### config.mk
export PLATFORM = sky130hd
export DESIGN_NAME = bcd_updn_cnt
export DESIGN_NICKNAME = d
export VERILOG_FILES = /design/src/rtl/bcd_pkg.sv /design/src/rtl/bcd_digit.sv /design/src/rtl/bcd_updn_cnt.sv
export SDC_FILE = /design/constraint.sdc
export NUM_CORES = 1
export LEC_CHECK = 0
export CAP_MARGIN = 25
export CORE_MARGIN = 10
export CORE_UTILIZATION = 44
export CTS_CLUSTER_SIZE = 25
export DETAILED_ROUTE_END_ITERATION = 10
export PLACE_DENSITY = 0.8
export SLEW_MARGIN = 20
export SYNTH_ARGS = -nofsm -noshare
export SYNTH_HDL_FRONTEND = slang
export SYNTH_SLANG_ARGS = --single-unit
### constraint.sdc
create_clock -name clk -period 2.3 [get_ports clk]
set_input_delay 0.345 -clock clk [delete_from_list [all_inputs] [get_ports clk]]
set_output_delay 0.345 -clock clk [all_outputs]
set_load 0.02 [all_outputs]
### src/rtl/bcd_pkg.sv
// bcd_pkg: shared BCD digit constants, digit type and load clamp helper
package bcd_pkg;
   localparam int BCD_W = 4;
   typedef logic [BCD_W-1:0] digit_t;
   localparam digit_t BCD_MAX = 4'd9;
   localparam digit_t BCD_MIN = 4'd0;
   function automatic digit_t bcd_clamp(input digit_t v);
      return (v > BCD_MAX) ? BCD_MAX : v;
   endfunction
endpackage

### src/rtl/bcd_digit.sv
// bcd_digit: one registered BCD digit with load, up/down step and terminal flag
module bcd_digit
   import bcd_pkg::*;
(
   input  logic   clk,
   input  logic   clr,
   input  logic   step,
   input  logic   up,
   input  logic   ld,
   input  digit_t ld_val,
   output digit_t d,
   output logic   term
);
   digit_t inc;
   digit_t dec;
   assign inc  = (d == BCD_MAX) ? BCD_MIN : d + 4'd1;
   assign dec  = (d == BCD_MIN) ? BCD_MAX : d - 4'd1;
   assign term = up ? (d == BCD_MAX) : (d == BCD_MIN);
   // digit register: clear beats load beats step; loads above 9 clamp to 9
   always_ff @(posedge clk) begin
      if (clr)
         d <= BCD_MIN;
      else if (ld)
         d <= bcd_clamp(ld_val);
      else if (step)
         d <= up ? inc : dec;
   end
endmodule

### src/rtl/bcd_updn_cnt.sv
// bcd_updn_cnt: DIGITS-wide BCD up/down counter with load, carry/borrow pulses
// and terminal count; define BCD_SATURATE_EN to saturate instead of wrap
module bcd_updn_cnt
   import bcd_pkg::*;
#(
   parameter int DIGITS = 2
) (
   input  logic                clk,
   input  logic                clr,
   input  logic                en,
   input  logic                up,
   input  logic                ld,
   input  logic [4*DIGITS-1:0] din,
   output logic [4*DIGITS-1:0] q,
   output logic                cn,
   output logic                bw,
   output logic                tc
);
   logic [DIGITS:0]   pre;
   logic [DIGITS-1:0] term;
   logic              all_term;
   logic              step_ok;
   logic              pulse;
   assign pre[0]   = 1'b1;
   assign all_term = pre[DIGITS];
   assign tc       = all_term;
   for (genvar i = 0; i < DIGITS; i++) begin : g_dig
      assign pre[i+1] = pre[i] & term[i];
      bcd_digit u_dig (
         .clk    (clk),
         .clr    (clr),
         .step   (en & pre[i] & step_ok),
         .up     (up),
         .ld     (ld),
         .ld_val (din[4*i +: BCD_W]),
         .d      (q[4*i +: BCD_W]),
         .term   (term[i])
      );
   end
`ifdef BCD_SATURATE_EN
   logic sat;
   assign step_ok = !all_term;
   assign pulse   = en & !ld & all_term & !sat;
   // remembers that the limit was already reported so repeated attempts stay silent
   always_ff @(posedge clk) begin
      if (clr || ld)
         sat <= 1'b0;
      else if (en)
         sat <= all_term;
   end
`else
   assign step_ok = 1'b1;
   assign pulse   = en & !ld & all_term;
`endif
   // carry/borrow register: one-cycle pulse aligned with the wrapped (or held) value
   always_ff @(posedge clk) begin
      if (clr) begin
         cn <= 1'b0;
         bw <= 1'b0;
      end else begin
         cn <= pulse & up;
         bw <= pulse & !up;
      end
   end
endmodule

---- Yosys cells after proc, flatten, opt, wreduce, memory -nomap -nowiden ----
Index checks and enable logic that the tools add are counted.
storage, ports and cells
  bits in registers ....................... 10
  word-level logic and storage cells ...... 38
cells by class
  $add $sub $neg .......................... 4
  magnitude comparators ................... 2
  equal/unequal tests ..................... 2
  muxes and demuxes ....................... 14
  bitwise operators ....................... 6
  reductions and logical operators ........ 6
operators with widths
  operator                                          number
  2-to-1 mux 4 bit                                  12
  adder 4 x 1 -> 4 bit, second input constant       2
  == test 4 bit, second input constant              2
  > comparator 4 bit, second input constant         2
  zero test 4 bit                                   2
  subtractor 4 x 1 -> 4 bit, second input constant  2
  AND 1 bit                                         6
  nonzero test 2 bit                                2
  zero test 1 bit                                   2
  2-to-1 mux 1 bit                                  2

---- Depth between registers and ports, before layout ----
Gate-level depths: netlist of run 1.
  depth in word-level cells ............... 5
  depth in mapped cells ................... 6
  gate-level depth less buffers ........... 4

---- Modules after synthesis ----
From an unflattened synthesis of run 1, not the netlist that was laid out.
second synthesis, totals
  cell total of the unflattened synthesis .. 99
  area total of the unflattened synthesis .. 814.5 um^2
modules (own cells, without submodules)
  module        times used  cells each  area each (um^2)
  bcd_digit     2           45          362.8
  bcd_updn_cnt  1           9           88.8

---- Least setup slack after synthesis of run 1 ----
OpenSTA, ideal clock, no wires.
  path kind ............................... register to output
  start point ............................. register g_dig[1].u_dig.d[0]
  end point ............................... output tc
  data arrival time ....................... 2.114 ns
  required time ........................... 1.955 ns
  path slack .............................. -0.159 ns
  stages on the path, launching flop included .. 5
  path through ............................ dfxtp_1 clkbuf_1 and3_1 o21ai_0 a2111oi_0
between the ends
  cells in the longest elaborated chain, start to end .. 3
  elaborated cells between the ends (all ways) .. 4
  classes of those cells .................. eq/ne: 1; mux: 1; bitwise: 1; reduce/logical: 1
RTL lines
  element                                                  RTL line            text
  start: declaration                                       bcd_digit.sv:11     output digit_t d,
  start signal: assignment                                 bcd_digit.sv:24     d <= bcd_clamp(ld_val);
  start signal: assignment                                 bcd_digit.sv:26     d <= up ? inc : dec;
  == test 4 bit / zero test 4 bit (equally long branches)  bcd_digit.sv:18     assign term = up ? (d == BCD_MAX) : (d == BCD_MIN);
  2-to-1 mux 1 bit (*)                                     bcd_digit.sv:18
  AND 1 bit (*)                                            bcd_updn_cnt.sv:28  assign pre[i+1] = pre[i] & term[i];
  end: declaration                                         bcd_updn_cnt.sv:17  output logic tc
Every way passes the cells marked *; elsewhere a longest branch is shown, timed or not.

---- Worst setup path in the final report of run 1 ----
  start point ............................. input up
  end point ............................... output tc
between the ends
  cells in the longest elaborated chain, start to end .. 2
  elaborated cells between the ends (all ways) .. 3
  classes of those cells .................. mux: 2; bitwise: 1
RTL lines
  element             RTL line            text
  start: declaration  bcd_updn_cnt.sv:11  input logic up,
  2-to-1 mux 1 bit    bcd_digit.sv:18
  AND 1 bit (*)       bcd_updn_cnt.sv:28
Marks and branches as above.

==> results of run 1 <==
[through the flow]
| stage | hold slack [ns] | worst slack [ns] | total power, mW | std cells | instance area, um2 |
|---|---|---|---|---|---|
| finish | 0.6388 | 0.1217 | 0.5368 | 143 | 1057 |
| CTS | 0.6405 | 0.01392 | 0.5383 | 143 | 1061 |
| floorplan | 0.4535 | 0.09261 | 0.2997 | 98 | 743.2 |
| global route | 0.6585 | 0.008153 | 0.5644 | 143 | 1057 |
| detailed placement | 0.6973 | -0.2749 | 0.3755 | 139 | 1026 |
| global placement | 0.6739 | -0.2609 | 0.3702 | 139 | 1026 |
[path summary, 6_finish.rpt]
path,from,to,slack (ns),depth (start not counted)
max reg2reg,g_dig[0].u_dig.d[3],g_dig[1].u_dig.d[2],0.44,5
max,up,tc,0.12,6
min,din[0],g_dig[0].u_dig.d[0],0.64,3
min reg2reg,g_dig[0].u_dig.d[3],g_dig[0].u_dig.d[3],0.70,3
[layout by cell type, fill, tap and decap left out, types with 2 or more instances in the layout]
cell | Yosys | final
a31oi_1 | 3 | 3
clkdlybuf4s50_1 | 0 | 22
nor2_1 | 4 | 4
or3_1 | 2 | 2
o21ai_0 | 8 | 8
a2111oi_0 | 3 | 2
a211oi_1 | 2 | 2
xnor2_1 | 3 | 3
nand3_1 | 2 | 2
nor3b_1 | 2 | 2
nor4_1 | 4 | 4
a21oi_1 | 5 | 5
xor2_1 | 2 | 2
and3_1 | 2 | 2
inv_1 | 8 | 8
o31ai_1 | 2 | 2
buf_4 | 0 | 11
nand2b_1 | 4 | 4
nand2_1 | 5 | 5
dfxtp_1 | 10 | 10
clkbuf_4 | 0 | 3
nor3_1 | 4 | 4
[area by class of cell]
type	count	area [um2]
clock buffers	4	36.28
fillers	142	501.7
inverters	8	30.03
multi-input cells	71	462.9
flip-flops and latches	10	200.2
well taps	16	20.02
repair buffers	34	307.8
[state kept, by name (all words and copies together) (netlist names)]
name,cells
cn,1
bw,1
g_dig.u_dig.d,8
[worst min-delay path, stage by stage]
cell and delay, ns:
clkdlybuf4s50_1 0.40, inv_1 0.05, a311oi_1 0.07
[kinds of logic after synthesis]
group           after synthesis  synth area share
simple gates                 34            0.2580
compound gates               32            0.3052
buf+inv                      17            0.1079
flops                        10            0.2698
xor+xnor                      5           0.05903
[power by group through the flow]
stage	sequential (mW)	clock (mW)	combinational (mW)
finish	0.200	0.163	0.173
global route	0.202	0.172	0.190
CTS	0.200	0.165	0.174
detailed placement	0.204	0	0.172
global placement	0.203	0	0.167
floorplan	0.210	0	0.0900
[per-layer routing]
| metal | global-route usage | part of all wire | vias up |
|---|---|---|---|
| met5 | 0 | 0 | - |
| met4 | 0.1075 | 0.037 | 0 |
| met3 | 0.04733 | 0.099 | 8 |
| met2 | 0.1982 | 0.45 | 56 |
| met1 | 0.1472 | 0.42 | 383 |
| li1 | - | - | 423 |
[repair_timing]
action                     in CTS  in global routing
hold buffers                    0                  0
setup endpoints to repair       1                  1
gates resized for setup         1                  3
==> metrics.cfg, run 1 <==
[status]
outcome = complete, no violations

[synth]
synth_cell_types = 36
syn_nets = 111
syn_area_per_cell_um2 = 7.571
yosysSeqAreaShare = 0.2698
synth_top_area_frac = 0.2698
synth_common_cells = dfxtp_1, inv_1, o21ai_0, clkbuf_1
netlist_area_um2 = 742.0
dominantRegCellSynth = dfxtp_1
synth_top_area_cell = dfxtp_1
ys_seq_elements = 10
synthTopCellsByArea = dfxtp_1, o21ai_0, inv_1
synth_edf_count = 0
netlist_instances = 98
async_flop_share = 0
synth_warnings = 0
synth.most_common_cell = dfxtp_1

[floorplanning]
core_area_um2 = 1559
ioPinCount = 24
dieArea_um2 = 3729
die_h_um = 61.07
dieWidth_um = 61.07
start_util = 0.4759
rows = 14

[global_routing]
grt_use_total = 0.1319
overflow = 0
grt_max_degree = 15
antenna_found_initial = 0
grt_pass1_vias = 863
grt_first_pass_wirelength_um = 3726

[pwr]
p_sw_uw = 169.1
power.internal_uw = 367.7
leakage_nw = 0.3900
pwr-share-clk = 0.304
p_sw_frac = 0.3149
seqPwrFrac = 0.374
cellPowerDensity_nw_per_um2 = 507.7
ir_drop_v = 0.0003204
power_frac_comb = 0.323

[critical_path]
crit_family = buffers and inverters
crit_path_top_delay_cell = clkdlybuf4s50_1
crit_chain = clkdlybuf4s50_1, buf_4, nor3_1, o21ai_0, a2111oi_1, clkbuf_2
path_buf_inv = 3
worstPathArrival_ns = 1.83
cp_data_required_time_ns = 1.96
critPathCaptureType = output pin
cp_max_fo = 6
worstSetupPathType = input pin to output pin
max_stage_delay_ns = 0.47
startpoint_type = input pin

[layout]
drive_gt1_frac = 0.1339
areaGrowthSynthToFinish_pct = 42.50
post-route-util = 0.6782
diodes = 0
final_nets = 141

[route]
drt_iter0_markers = 37
routedWlPerCell_um = 15.70
wl_um = 2245
drc_errors = 0
vias = 870
drt-pass1-iter-count = 4
postRouteAntennaNets = 0
viasPerCell = 6.084

[clock_network]
htree_num_levels = 1
cts_buffers = 3
clk_pin_slew_worst_paths_ns = 0.08
postCtsSetupRepairBufs = 0
clock_path_buffers = 2
cts.sinks = 10
clock_latency_ns = 0.28
cts_tree = built
cts-root-buf = clkbuf_4

[timing]
fmax_mhz = 459.1
min_period_ns = 2.178
timing.slew.headroom = 0.6527
rsz0062_at_grt = no
fin_crit_sh = 0.9471
skew_ns = 0.01461
drv_slew = 0
hold_viol = 0
worst_pin_slew_ns = 0.5078
finalSetupViolations = 0
setup_tns_ns = 0

[flow_run]
cap_viol_max_count = 0

[placement]
port_buffers = 23
place_hpwl_um = 1668
place_congestion = 0.7996

[min_path]
hold_class = input pin to flop

Note: power is estimated with default switching activity, not from simulation.
==> run 2, diff against run 1 <==
- CTS_CLUSTER_DIAMETER: not set -> 50
- MAX_ROUTING_LAYER: not set -> met4
==> metrics.cfg, run 2 (same netlist as run 1, synthesis figures left out) <==
[status]
outcome = complete, no violations

[placement]
place_hpwl_um = 1668  ; unchanged
dp_cells = 139  ; unchanged
pre_cts_slack_ns = -0.2749  ; unchanged
dpl_cell_area_um2 = 1026  ; unchanged
place_congestion = 0.8110  ; +1.4%
port_buffers = 23  ; unchanged

[route]
wl_um = 2235  ; -0.45%
routedWlPerCell_um = 15.63  ; -0.45%
drt-pass1-iter-count = 4  ; unchanged
viasPerCell = 6.021  ; -1.0%
postRouteAntennaNets = 0  ; unchanged
drc_errors = 0  ; unchanged
vias = 861  ; -1.0%
drt_iter0_markers = 32  ; -14%

[layout]
diodes = 0  ; unchanged
final_common_cell = clkdlybuf4s50_1
final_cell_mix = clkdlybuf4s50_1, buf_4, dfxtp_1
finalInstanceArea_um2 = 1057  ; unchanged
drive_gt1_frac = 0.1339  ; unchanged
largest_register = g_dig.u_dig.d
stdcell_count = 143  ; unchanged
largestRegisters = g_dig.u_dig.d (8), bw (1), cn (1)
post-route-util = 0.6782  ; unchanged
final_nets = 141  ; unchanged
largest_register_ffs = 8  ; unchanged
areaGrowthSynthToFinish_pct = 42.50  ; unchanged

[clock_network]
clock_latency_ns = 0.28  ; about the same
htree_num_levels = 1  ; unchanged
cts_buffers = 3  ; unchanged
cts_tree = built
clk_pin_slew_worst_paths_ns = 0.08  ; about the same
cts.sinks = 10  ; unchanged
clock_path_buffers = 2  ; unchanged
postCtsSetupRepairBufs = 0  ; unchanged
cts-root-buf = clkbuf_4

[timing]
worst_pin_slew_ns = 0.5026  ; -0.005165 ns
rsz0062_at_grt = no
worst_slack_ns = 0.1272  ; +0.005539 ns
hold_slack_ns = 0.6396  ; +0.0007630 ns
skew_ns = 0.01535  ; +0.0007350 ns
drv_slew = 0  ; unchanged
finalSetupViolations = 0  ; unchanged
fmax_mhz = 460.2  ; +0.25%
setup_tns_ns = 0  ; unchanged
hold_viol = 0  ; unchanged
min_period_ns = 2.173  ; -0.005539 ns
fin_crit_sh = 0.9447  ; -0.002408
timing.slew.headroom = 0.6563  ; +0.003532

[pwr]
p_sw_frac = 0.3148  ; about the same
seqPwrFrac = 0.373  ; about the same
power_frac_comb = 0.323  ; about the same
ir_drop_v = 0.0003222  ; +0.57%
power.internal_uw = 367.7  ; about the same
finalPower_uw = 536.7  ; about the same
cellPowerDensity_nw_per_um2 = 507.6  ; about the same
leakage_nw = 0.3900  ; unchanged
pwr-share-clk = 0.304  ; about the same
p_sw_uw = 168.9  ; about the same

[flow_run]
cap_viol_max_count = 0  ; unchanged

[critical_path]
worstSetupPathType = input pin to output pin
cp_max_fo = 6  ; unchanged
cp_data_required_time_ns = 1.96  ; about the same
max_stage_delay_ns = 0.47  ; about the same
worstPathArrival_ns = 1.83  ; about the same
critPathCaptureType = output pin
startpoint_type = input pin
crit_chain = clkdlybuf4s50_1, buf_4, nor3_1, o21ai_0, a2111oi_1, clkbuf_2
crit_path_top_delay_cell = clkdlybuf4s50_1

[global_routing]
grt_first_pass_wirelength_um = 3732  ; +0.16%
antenna_found_initial = 0  ; unchanged
grt_max_degree = 15  ; unchanged
grt_pass1_vias = 865  ; +0.23%
overflow = 0  ; unchanged
grt_use_total = 0.1363  ; +0.004403

[min_path]
hold_class = input pin to flop

[floorplanning]
ioPinCount = 24  ; unchanged
core_area_um2 = 1559  ; unchanged
start_util = 0.4759  ; unchanged
dieWidth_um = 61.07  ; unchanged
rows = 14  ; unchanged
die_h_um = 61.07  ; unchanged
dieArea_um2 = 3729  ; unchanged

## run 2: cell counts in the layout (fill, tap and decap cells not counted)
No cell type changed its count.
## run 2: timing repair
action                                  CTS  global route
endpoints found under the setup margin    1             1
resized for setup                         1             3
hold buffers                              0             0
## run 2: worst max-delay path, delay by kind of cell
family | cells | cell delay [ns]
compound gates | 2 | 0.45
buf+inv | 3 | 0.90
simple gates | 1 | 0.14
## run 2: cell type report
cell class,count,area (um2)
inverters,8,30.03
repair buffers,34,307.8
clock buffers,4,36.28
fillers,142,501.7
multi-input cells,71,462.9
well taps,16,20.02
flip-flops and latches,10,200.2
## run 2: layer usage
metal | track usage | share of wire | up-vias
met5 | - | 0 | -
met4 | 0.1075 | 0.038 | 0
met3 | 0.03704 | 0.065 | 8
met2 | 0.1967 | 0.45 | 48
met1 | 0.1554 | 0.45 | 384
li1 | - | - | 421
## run 2: final timing paths
check / from / endpoint / slack [ns] / depth (start not counted)
max: up / tc / 0.13 / 6
min: din[0] / g_dig[0].u_dig.d[0] / 0.64 / 3
max reg2reg: g_dig[0].u_dig.d[3] / g_dig[1].u_dig.d[2] / 0.43 / 5
min reg2reg: g_dig[0].u_dig.d[3] / g_dig[0].u_dig.d[3] / 0.70 / 3
## run 2: power by group through the flow
stage	clock, mW	sequential, mW	combinational, mW
final	0.163	0.200	0.173
after CTS	0.165	0.200	0.174
after global routing	0.172	0.203	0.190
after floorplan	0	0.210	0.0900
after global placement	0	0.203	0.167
after detailed placement	0	0.204	0.172
==> run 3, diff against run 2 <==
- GPL_TIMING_DRIVEN: not set -> 0
==> metrics.cfg, run 3 (same netlist as run 1, synthesis figures left out) <==
[floorplanning]
dieArea_um2 = 3729  ; unchanged
die_h_um = 61.07  ; unchanged
dieWidth_um = 61.07  ; unchanged
start_util = 0.4759  ; unchanged
core_area_um2 = 1559  ; unchanged
ioPinCount = 24  ; unchanged
rows = 14  ; unchanged

[placement]
place_hpwl_um = 1531  ; -8.2%
port_buffers = 22  ; -4.3%
pre_cts_slack_ns = -0.6214  ; -0.3465 ns
place_congestion = 0.7947  ; -2.0%

[critical_path]
reg2reg_from = g_dig[0].u_dig.d[0]
critPathCaptureType = output pin
worstRegToRegCells = 6  ; +1
max_stage_delay_ns = 0.32  ; -0.15 ns
crit_chain = dlygate4sd2_1, clkbuf_4, and3_1, o21ai_0, a2111oi_1, buf_2
worstSetupPathType = input pin to output pin
path_buf_inv = 3  ; unchanged
rrSetupSlack_ns = 0.35  ; -0.08 ns
cp_data_required_time_ns = 1.96  ; about the same
crit_path_top_delay_cell = dlygate4sd2_1
startpoint_type = input pin
cp_max_fo = 10  ; +4
worstPathArrival_ns = 1.69  ; -0.14 ns
reg2reg_to = g_dig[1].u_dig.d[3]
crit_family = buffers and inverters

[clock_network]
clock_path_buffers = 2  ; unchanged
cts.sinks = 10  ; unchanged
cts_buffers = 3  ; unchanged
clk_pin_slew_worst_paths_ns = 0.06  ; -0.02 ns
clock_latency_ns = 0.27  ; about the same
holdBufCountCts = 0  ; unchanged
cts_tree = built
htree_num_levels = 1  ; unchanged
cts-root-buf = clkbuf_4

[min_path]
whs_endpoint = g_dig[1].u_dig.d[3]
hold_start = clr
hold_class = input pin to flop
holdPathStages = 2  ; -1

[layout]
largest_register = g_dig.u_dig.d
diodes = 0  ; unchanged
largest_register_ffs = 8  ; unchanged
largestRegisters = g_dig.u_dig.d (8), bw (1), cn (1)
final_nets = 137  ; -2.8%
areaGrowthSynthToFinish_pct = 34.74
final_common_cell = clkdlybuf4s50_1
final_cell_mix = clkdlybuf4s50_1, dfxtp_1, o21ai_0, inv_1
drive_gt1_frac = 0.07377  ; -0.06009

[global_routing]
overflow = 0  ; unchanged
antenna_found_initial = 0  ; unchanged
grt_use_total = 0.1252  ; -0.01113
grt_max_degree = 11  ; -4
grt_first_pass_wirelength_um = 3519  ; -5.7%
grt_pass1_vias = 761  ; -12%

[pwr]
finalPower_uw = 483.4  ; -9.9%
cellPowerDensity_nw_per_um2 = 483.5  ; -4.7%
ir_drop_v = 0.0003397  ; +5.4%
leakage_nw = 0.3544  ; -9.1%

[timing]
skew_ns = 0.005482  ; -0.009868 ns
min_period_ns = 2.040  ; -0.1329 ns
fin_crit_sh = 0.8869  ; -0.05779
setup_tns_ns = 0  ; unchanged
finalSetupViolations = 0  ; unchanged
worst_pin_slew_ns = 0.5332  ; +0.03058 ns
worst_slack_ns = 0.2601  ; +0.1329 ns
timing.slew.headroom = 0.6354  ; -0.02092
hold_viol = 0  ; unchanged
drv_slew = 0  ; unchanged
fmax_mhz = 490.2  ; +6.5%
rsz0062_at_grt = no

[route]
vias = 812  ; -5.7%
routedWlPerCell_um = 14.83  ; -5.1%
postRouteAntennaNets = 0  ; unchanged
drt_iter0_markers = 21  ; -34%
viasPerCell = 5.884  ; -2.3%
drt-pass1-iter-count = 4  ; unchanged
drc_errors = 0  ; unchanged
wl_um = 2046  ; -8.5%

[status]
outcome = complete, no violations

[flow_run]
cap_viol_max_count = 0  ; unchanged

[run 3: timing repair]
action,CTS,global route
pin swaps,0,0
buffers inserted,0,0
resized for setup,8,0
setup endpoints to repair,1,1
hold endpoints to repair,0,0
[run 3: cell type report]
type,instances,area (um2)
clock buffers,3,22.52
plain buffers,8,50.05
flip-flops and latches,10,200.2
multi-input cells,71,462.9
well taps,16,20.02
inverters,8,30.03
repair buffers,22,214.0
fillers,138,559.3
[run 3: worst max-delay path by stage]
| stage | cells past startpoint | slack (ns) | end | from |
|---|---|---|---|---|
| floorplan | 4 | 0.09 | tc | g_dig[1].u_dig.d[0] |
| global placement | 6 | -0.62 | tc | up |
| detailed placement | 6 | -0.62 | tc | up |
| CTS | 5 | 0.13 | tc | g_dig[1].u_dig.d[0] |
| global route | 6 | 0.12 | tc | up |
| finish | 6 | 0.26 | tc | up |
[run 3: where the power goes]
part	switching (mW)	leakage, nW	internal [mW]
combinational	0.0820	0.258	0.0786
sequential	0.0161	0.0824	0.184
clock	0.0622	0.0138	0.0606
[run 3: worst reg2reg max path, stage by stage, from the launching register on]
cell,delay (ns)
dfxtp_1,0.32
buf_6,0.13
or3_1,0.36
a2111o_1,0.43
buf_6,0.15
a311o_1,0.29
a221oi_2,0.20
[run 3: metrics by stage]
stage	utilization	cell area, um2	std cells	hold WS, ns
2_1_floorplan	-	743.2	98	0.4535
3_3_place_gp	0.6308	983.4	136	0.6081
3_5_place_dp	0.6308	983.4	136	0.6365
4_1_cts	0.6437	1003	139	0.4792
5_1_grt	0.6413	999.7	138	0.5367
6_report	0.6413	999.7	138	0.4837
[run 3: layer usage]
layer  track usage  vias up  wire length [um]
li1              -      413                 -
met1        0.1637      366              1009
met2        0.1775       29               917
met3       0.02058        4                86
met4       0.06840        0                32
met5             -        -                 0
